$ cat src/rtl/bcd2421_xs3_sequencer.sv
// Walks an NDIG-digit 2421 operand through one shared external 2421->excess-3
// converter, one digit per clock. Define BCD2421_ERRCHK_EN to flag illegal 2421 codes.
module bcd2421_xs3_sequencer #(
    parameter int NDIG = 4,
    parameter int IDXW = 3
) (
    input  logic              clk_i,
    input  logic              rst_ni,
    input  logic              in_valid_i,
    output logic              in_ready_o,
    input  logic [4*NDIG-1:0] in_word_i,
    output logic [3:0]        conv_in_o,
    input  logic [3:0]        conv_out_i,
    output logic              out_valid_o,
    input  logic              out_ready_i,
    output logic [4*NDIG-1:0] out_word_o,
    output logic [NDIG-1:0]   out_err_o,
    output logic              busy_o
);

    localparam logic [1:0] S_IDLE = 2'd0;
    localparam logic [1:0] S_CONV = 2'd1;
    localparam logic [1:0] S_HOLD = 2'd2;

    logic [1:0]            state_q, state_d;
    logic [IDXW-1:0]       idx_q, idx_d;
    logic [NDIG-1:0][3:0]  op_q, op_d;
    logic [NDIG-1:0][3:0]  word_q, word_d;
    logic                  in_ready_q, in_ready_d;
    logic [3:0]            cur_dig;
`ifdef BCD2421_ERRCHK_EN
    logic [NDIG-1:0]       err_q, err_d;

    function automatic logic illegal_2421(input logic [3:0] d);
        return (d >= 4'd5) && (d <= 4'd10);
    endfunction
`endif

    // Compare-based digit select keeps the index width independent of NDIG.
    always_comb begin
        cur_dig = 4'd0;
        for (int i = 0; i < NDIG; i++)
            if (idx_q == IDXW'(i)) cur_dig = op_q[i];
    end

    always_comb begin
        state_d = state_q;
        idx_d   = idx_q;
        op_d    = op_q;
        word_d  = word_q;
`ifdef BCD2421_ERRCHK_EN
        err_d   = err_q;
`endif
        case (state_q)
            S_IDLE: begin
                if (in_valid_i && in_ready_q) begin
                    op_d    = in_word_i;
                    idx_d   = '0;
                    word_d  = '0;
`ifdef BCD2421_ERRCHK_EN
                    err_d   = '0;
`endif
                    state_d = S_CONV;
                end
            end
            S_CONV: begin
                for (int i = 0; i < NDIG; i++) begin
                    if (idx_q == IDXW'(i)) begin
                        word_d[i] = conv_out_i;
`ifdef BCD2421_ERRCHK_EN
                        err_d[i]  = illegal_2421(cur_dig);
`endif
                    end
                end
                if (idx_q == IDXW'(NDIG-1)) state_d = S_HOLD;
                else                        idx_d   = idx_q + 1'b1;
            end
            S_HOLD: begin
                if (out_ready_i) state_d = S_IDLE;
            end
            default: state_d = S_IDLE;
        endcase
        in_ready_d = (state_d == S_IDLE);
    end

    // in_ready is registered so it reads 0 while reset is held.
    always_ff @(posedge clk_i or negedge rst_ni) begin
        if (!rst_ni) begin
            state_q    <= S_IDLE;
            idx_q      <= '0;
            op_q       <= '0;
            word_q     <= '0;
            in_ready_q <= 1'b0;
        end else begin
            state_q    <= state_d;
            idx_q      <= idx_d;
            op_q       <= op_d;
            word_q     <= word_d;
            in_ready_q <= in_ready_d;
        end
    end

`ifdef BCD2421_ERRCHK_EN
    always_ff @(posedge clk_i or negedge rst_ni) begin
        if (!rst_ni) err_q <= '0;
        else         err_q <= err_d;
    end
    assign out_err_o = err_q;
`else
    assign out_err_o = '0;
`endif

    assign in_ready_o  = in_ready_q;
    assign out_valid_o = (state_q == S_HOLD);
    assign busy_o      = (state_q != S_IDLE);
    assign out_word_o  = word_q;
    assign conv_in_o   = (state_q == S_CONV) ? cur_dig : 4'd0;

endmodule

$ cat config.mk
export PLATFORM = sky130hd
export DESIGN_NAME = bcd2421_xs3_sequencer
export DESIGN_NICKNAME = d
export VERILOG_FILES = /design/src/rtl/bcd2421_xs3_sequencer.sv
export SDC_FILE = /design/constraint.sdc
export NUM_CORES = 1
export LEC_CHECK = 0
export ABC_AREA = 1
export CORE_MARGIN = 4
export CORE_UTILIZATION = 30
export DETAILED_ROUTE_END_ITERATION = 6
export GPL_TIMING_DRIVEN = 0
export MAX_ROUTING_LAYER = met4
export PLACE_DENSITY = 0.52
export SETUP_SLACK_MARGIN = 0.05
export SYNTH_ARGS = -nofsm -noshare
export SYNTH_HDL_FRONTEND = slang
export SYNTH_SLANG_ARGS = --single-unit
$ cat constraint.sdc
create_clock -name clk_i -period 1.84 [get_ports clk_i]
set_input_delay 0.368 -clock clk_i [delete_from_list [all_inputs] [get_ports clk_i]]
set_output_delay 0.368 -clock clk_i [all_outputs]
set_load 0.005 [all_outputs]
==> summary.md <==
| Metric | Value |
|---|---|
| Max-slew headroom | 0.441 |
| Setup TNS | -0.491 ns |
| Residual DRC | 0 |
| Pleak | 1.36 nW |
| Fraction of layout cells with a size suffix above 1 | 0.223 |
| Fillers | 635 |
| Final hold violation count | 0 |
| GPL Wtd Cong | 0.726 |
| Max frequency | 501 MHz |
| Buffers on Ports | 46 |
| Req. time, crit path | 1.47 ns |
| Synth Area in Simple Gates | 0.261 |
| Vias | 1597 |
| Syn-to-layout area delta | 45.8% |
| GRT overflow | 0 |
| Yosys cell types | 23 |
| Core area | 6030 um^2 |
| Main combinational cell family by area after synthesis | simple AND/OR/NAND/NOR gates |
| First-pass DRT Iterations | 4 |
| Setup violators final | 4 |
| VDD IR max | 0.660 mV |
| Worst hold slack | 0.179 ns |
| Synth warn | 0 |
| Placed cell areas | 2460 um^2 |
| Worst-skew pair later-pin latency | 0.29 ns |
| Post-route ant nets | 0 |
| Comb pwr share | 0.546 |
| Mapped cell area | 1900 um^2 |
| FF/Latch Area | 953 um^2 |
| Max H-tree Level | 2 |
| Final instance area | 2770 um^2 |
| Root buffer cell | clkbuf_8 |
| Synth Area in XOR/XNOR | 0 |
| Top Ports | 51 |
| Violated checks | negative setup slack |
| Final WS setup | -0.156 ns |
| Seq pwr share | 0.320 |
| CTS Buf Count | 5 |
| Clock slew seen by the registers of the worst setup and hold paths | 0.07 ns |
| Drt initial violations | 36 |
| Reg-to-reg setup timing slack | 0.30 ns |
| DR WL/cell | 11.9 um |
| Clk pwr share | 0.134 |
| Total track usage | 0.132 |
| Die height | 87.6 um |
| Die Span X | 87.6 um |
| Adder-cell area share of the yosys netlist | 0.0395 |
| Type of the tightest min-delay check | in2async |
| CP Max Fanout | 3 |
| Routed WL | 4460 um |
| Post-synthesis sequential area ratio | 0.500 |
| Final nets | 329 |
| Clk_skew | 0.00352 ns |
| NetSw | 1.76 mW |
| R2r worst-path depth | 8 |
| Status | finished, violations left |
| RR Endpoint | out_word_o[14] |
| Die Footprint | 7670 um^2 |
| Fin crit share | 1.08 |
| Number of global-route vias before repair | 1619 |
| Period minus WS final | 2.00 ns |
| Synth Area in Compound Gates | 0.0922 |
| Row cnt | 28 |
| Unrepaired setup endpoints after global routing | true |
| Worst r2r src | idx_q[0] |
| CTS Buffer Depth | 2 |
| # diodes | 0 |
| Yosys reg bits | 38 |
| Post-Synthesis Cells | 232 |
| CP Class | reg2out |
| Critical Path Start | idx_q[0] |
| Synth Area per Inst | 8.19 um^2 |
| Wire length of the first global-routing pass | 7460 um |
| CP Launch Type | flip-flop |
| Placed Instances | 356 |
| CP endpoint kind | primary output |
| Initial Util | 0.315 |
| Slew at the pin with the worst max-slew slack | 0.839 ns |
| Arrival time at the worst endpoint | 1.63 ns |
| Cts hold-fix bufs | 0 |
| Sw frac | 0.401 |
| Fin cells | 375 |
| Vias per cell | 4.26 |
| Pins over their slew limit | 0 |
| Clk sinks | 38 |
| PD cells | 1580 nW/um^2 |
| Max-cap violations | 0 |
| CP endpoint | conv_in_o[1] |
| Multi-input gate area | 876 um^2 |
| Largest net degree at the start of global routing | 39 |
| Initial antenna violation count | 0 |
| Power Internal | 2.63 mW |
| HPWL after DPL | 3060 um |
| Mux share of post-synthesis cell area | 0 |
| CTS tree | done |
| Pre-CTS setup slack | -0.423 ns |
## stage by stage
stage               utilization  power, mW
floorplan                     -       2.61
global placement          0.409       3.41
detailed placement        0.408       3.43
finish                    0.460       4.39
CTS                       0.456       4.39
global route              0.460       4.81
## flip-flops by register name, summed over array words and instances, names as in the netlist
name / flops
idx_q: 3
in_ready_o: 1
op_q: 16
out_word_o: 16
state_q: 2
## timing repair
item,CTS,global route
hold endpoints to repair,0,0
setup endpoints to repair,4,5
buffers inserted,9,2
resized for setup,56,4
pin swaps,12,4
## area by class of cell
cell class	instances	share of cell area
flip-flops and latches	38	0.344
multi-input cells	155	0.316
repair buffers	57	0.198
inverters	34	0.0506
well taps	75	0.0339
clock buffers	7	0.0312
plain buffers	8	0.0248
clock inverters	1	0.00181
## layer usage
metal  GRT usage  up-vias  part of all wire  wire (um)
met5           -        -                 0          0
met4      0.0544        0             0.022         99
met3      0.0376        8             0.071        318
met2       0.212       44              0.46       2040
met1       0.155      703              0.45       2000
li1            -      842                 -          -
## cell usage after synthesis, drive strengths merged
cell	count	share of area
nand4	1	0.0033
conb	1	0.0020
a21oi	3	0.0079
ha	6	0.039
dfrtp	38	0.50
nor2	11	0.026
nand2	88	0.18
inv	33	0.066
buf	8	0.036
or2	1	0.0033
o22ai	1	0.0033
nand3	16	0.049
clkinv	1	0.0020
o21ai	24	0.081
## how the worst min path moves through the flow
stage	start	end	slack (ns)	cells past startpoint
finish	rst_ni	out_word_o[13]	0.18	1
global route	rst_ni	op_q[7]	0.25	1
CTS	rst_ni	op_q[15]	0.21	1
detailed placement	out_word_o[15]	out_word_o[15]	0.47	2
global placement	out_word_o[13]	out_word_o[13]	0.46	2
floorplan	rst_ni	idx_q[0]	0.07	0
## placed cells by master (no fill, tap or decap), types with 2 or more instances in the layout
cell	count
o21ai_1	3
buf_4	11
a21oi_2	3
o21ai_4	3
nand3_1	12
clkdlybuf4s50_1	40
buf_6	5
dfrtp_1	36
dfrtp_2	2
o21ai_0	18
nor2_1	7
inv_2	3
inv_4	3
ha_4	4
inv_1	27
nor2_4	3
buf_2	6
nand2_4	2
nand2_2	6
nand3_2	3
clkbuf_8	6
nand2_1	80
conb_1	4
## worst max-delay path: stages (launching register included)
cell,delay (ns)
dfrtp_2,0.44
buf_6,0.13
ha_4,0.16
inv_4,0.06
nor2_4,0.04
buf_6,0.11
nand2_2,0.05
nand3_2,0.06
a21oi_2,0.15
buf_2,0.13
## power groups by stage
stage                     clock network, mW  registers [mW]  logic [mW]
after CTS                             0.610            1.40        2.37
after detailed placement                  0            1.40        2.03
after floorplan                           0            1.39        1.22
after global routing                  0.660            1.45        2.70
final                                 0.589            1.40        2.40
after global placement                    0            1.40        2.01
## cells by family (layout without fill, tap and decap cells)
group,Yosys count,count (layout)
flops,38,38
fa+ha+maj,6,6
buf+inv,42,107
simple gates,117,117
compound gates,28,28
other cells,1,4
Note: power is estimated with default switching activity, not from simulation.
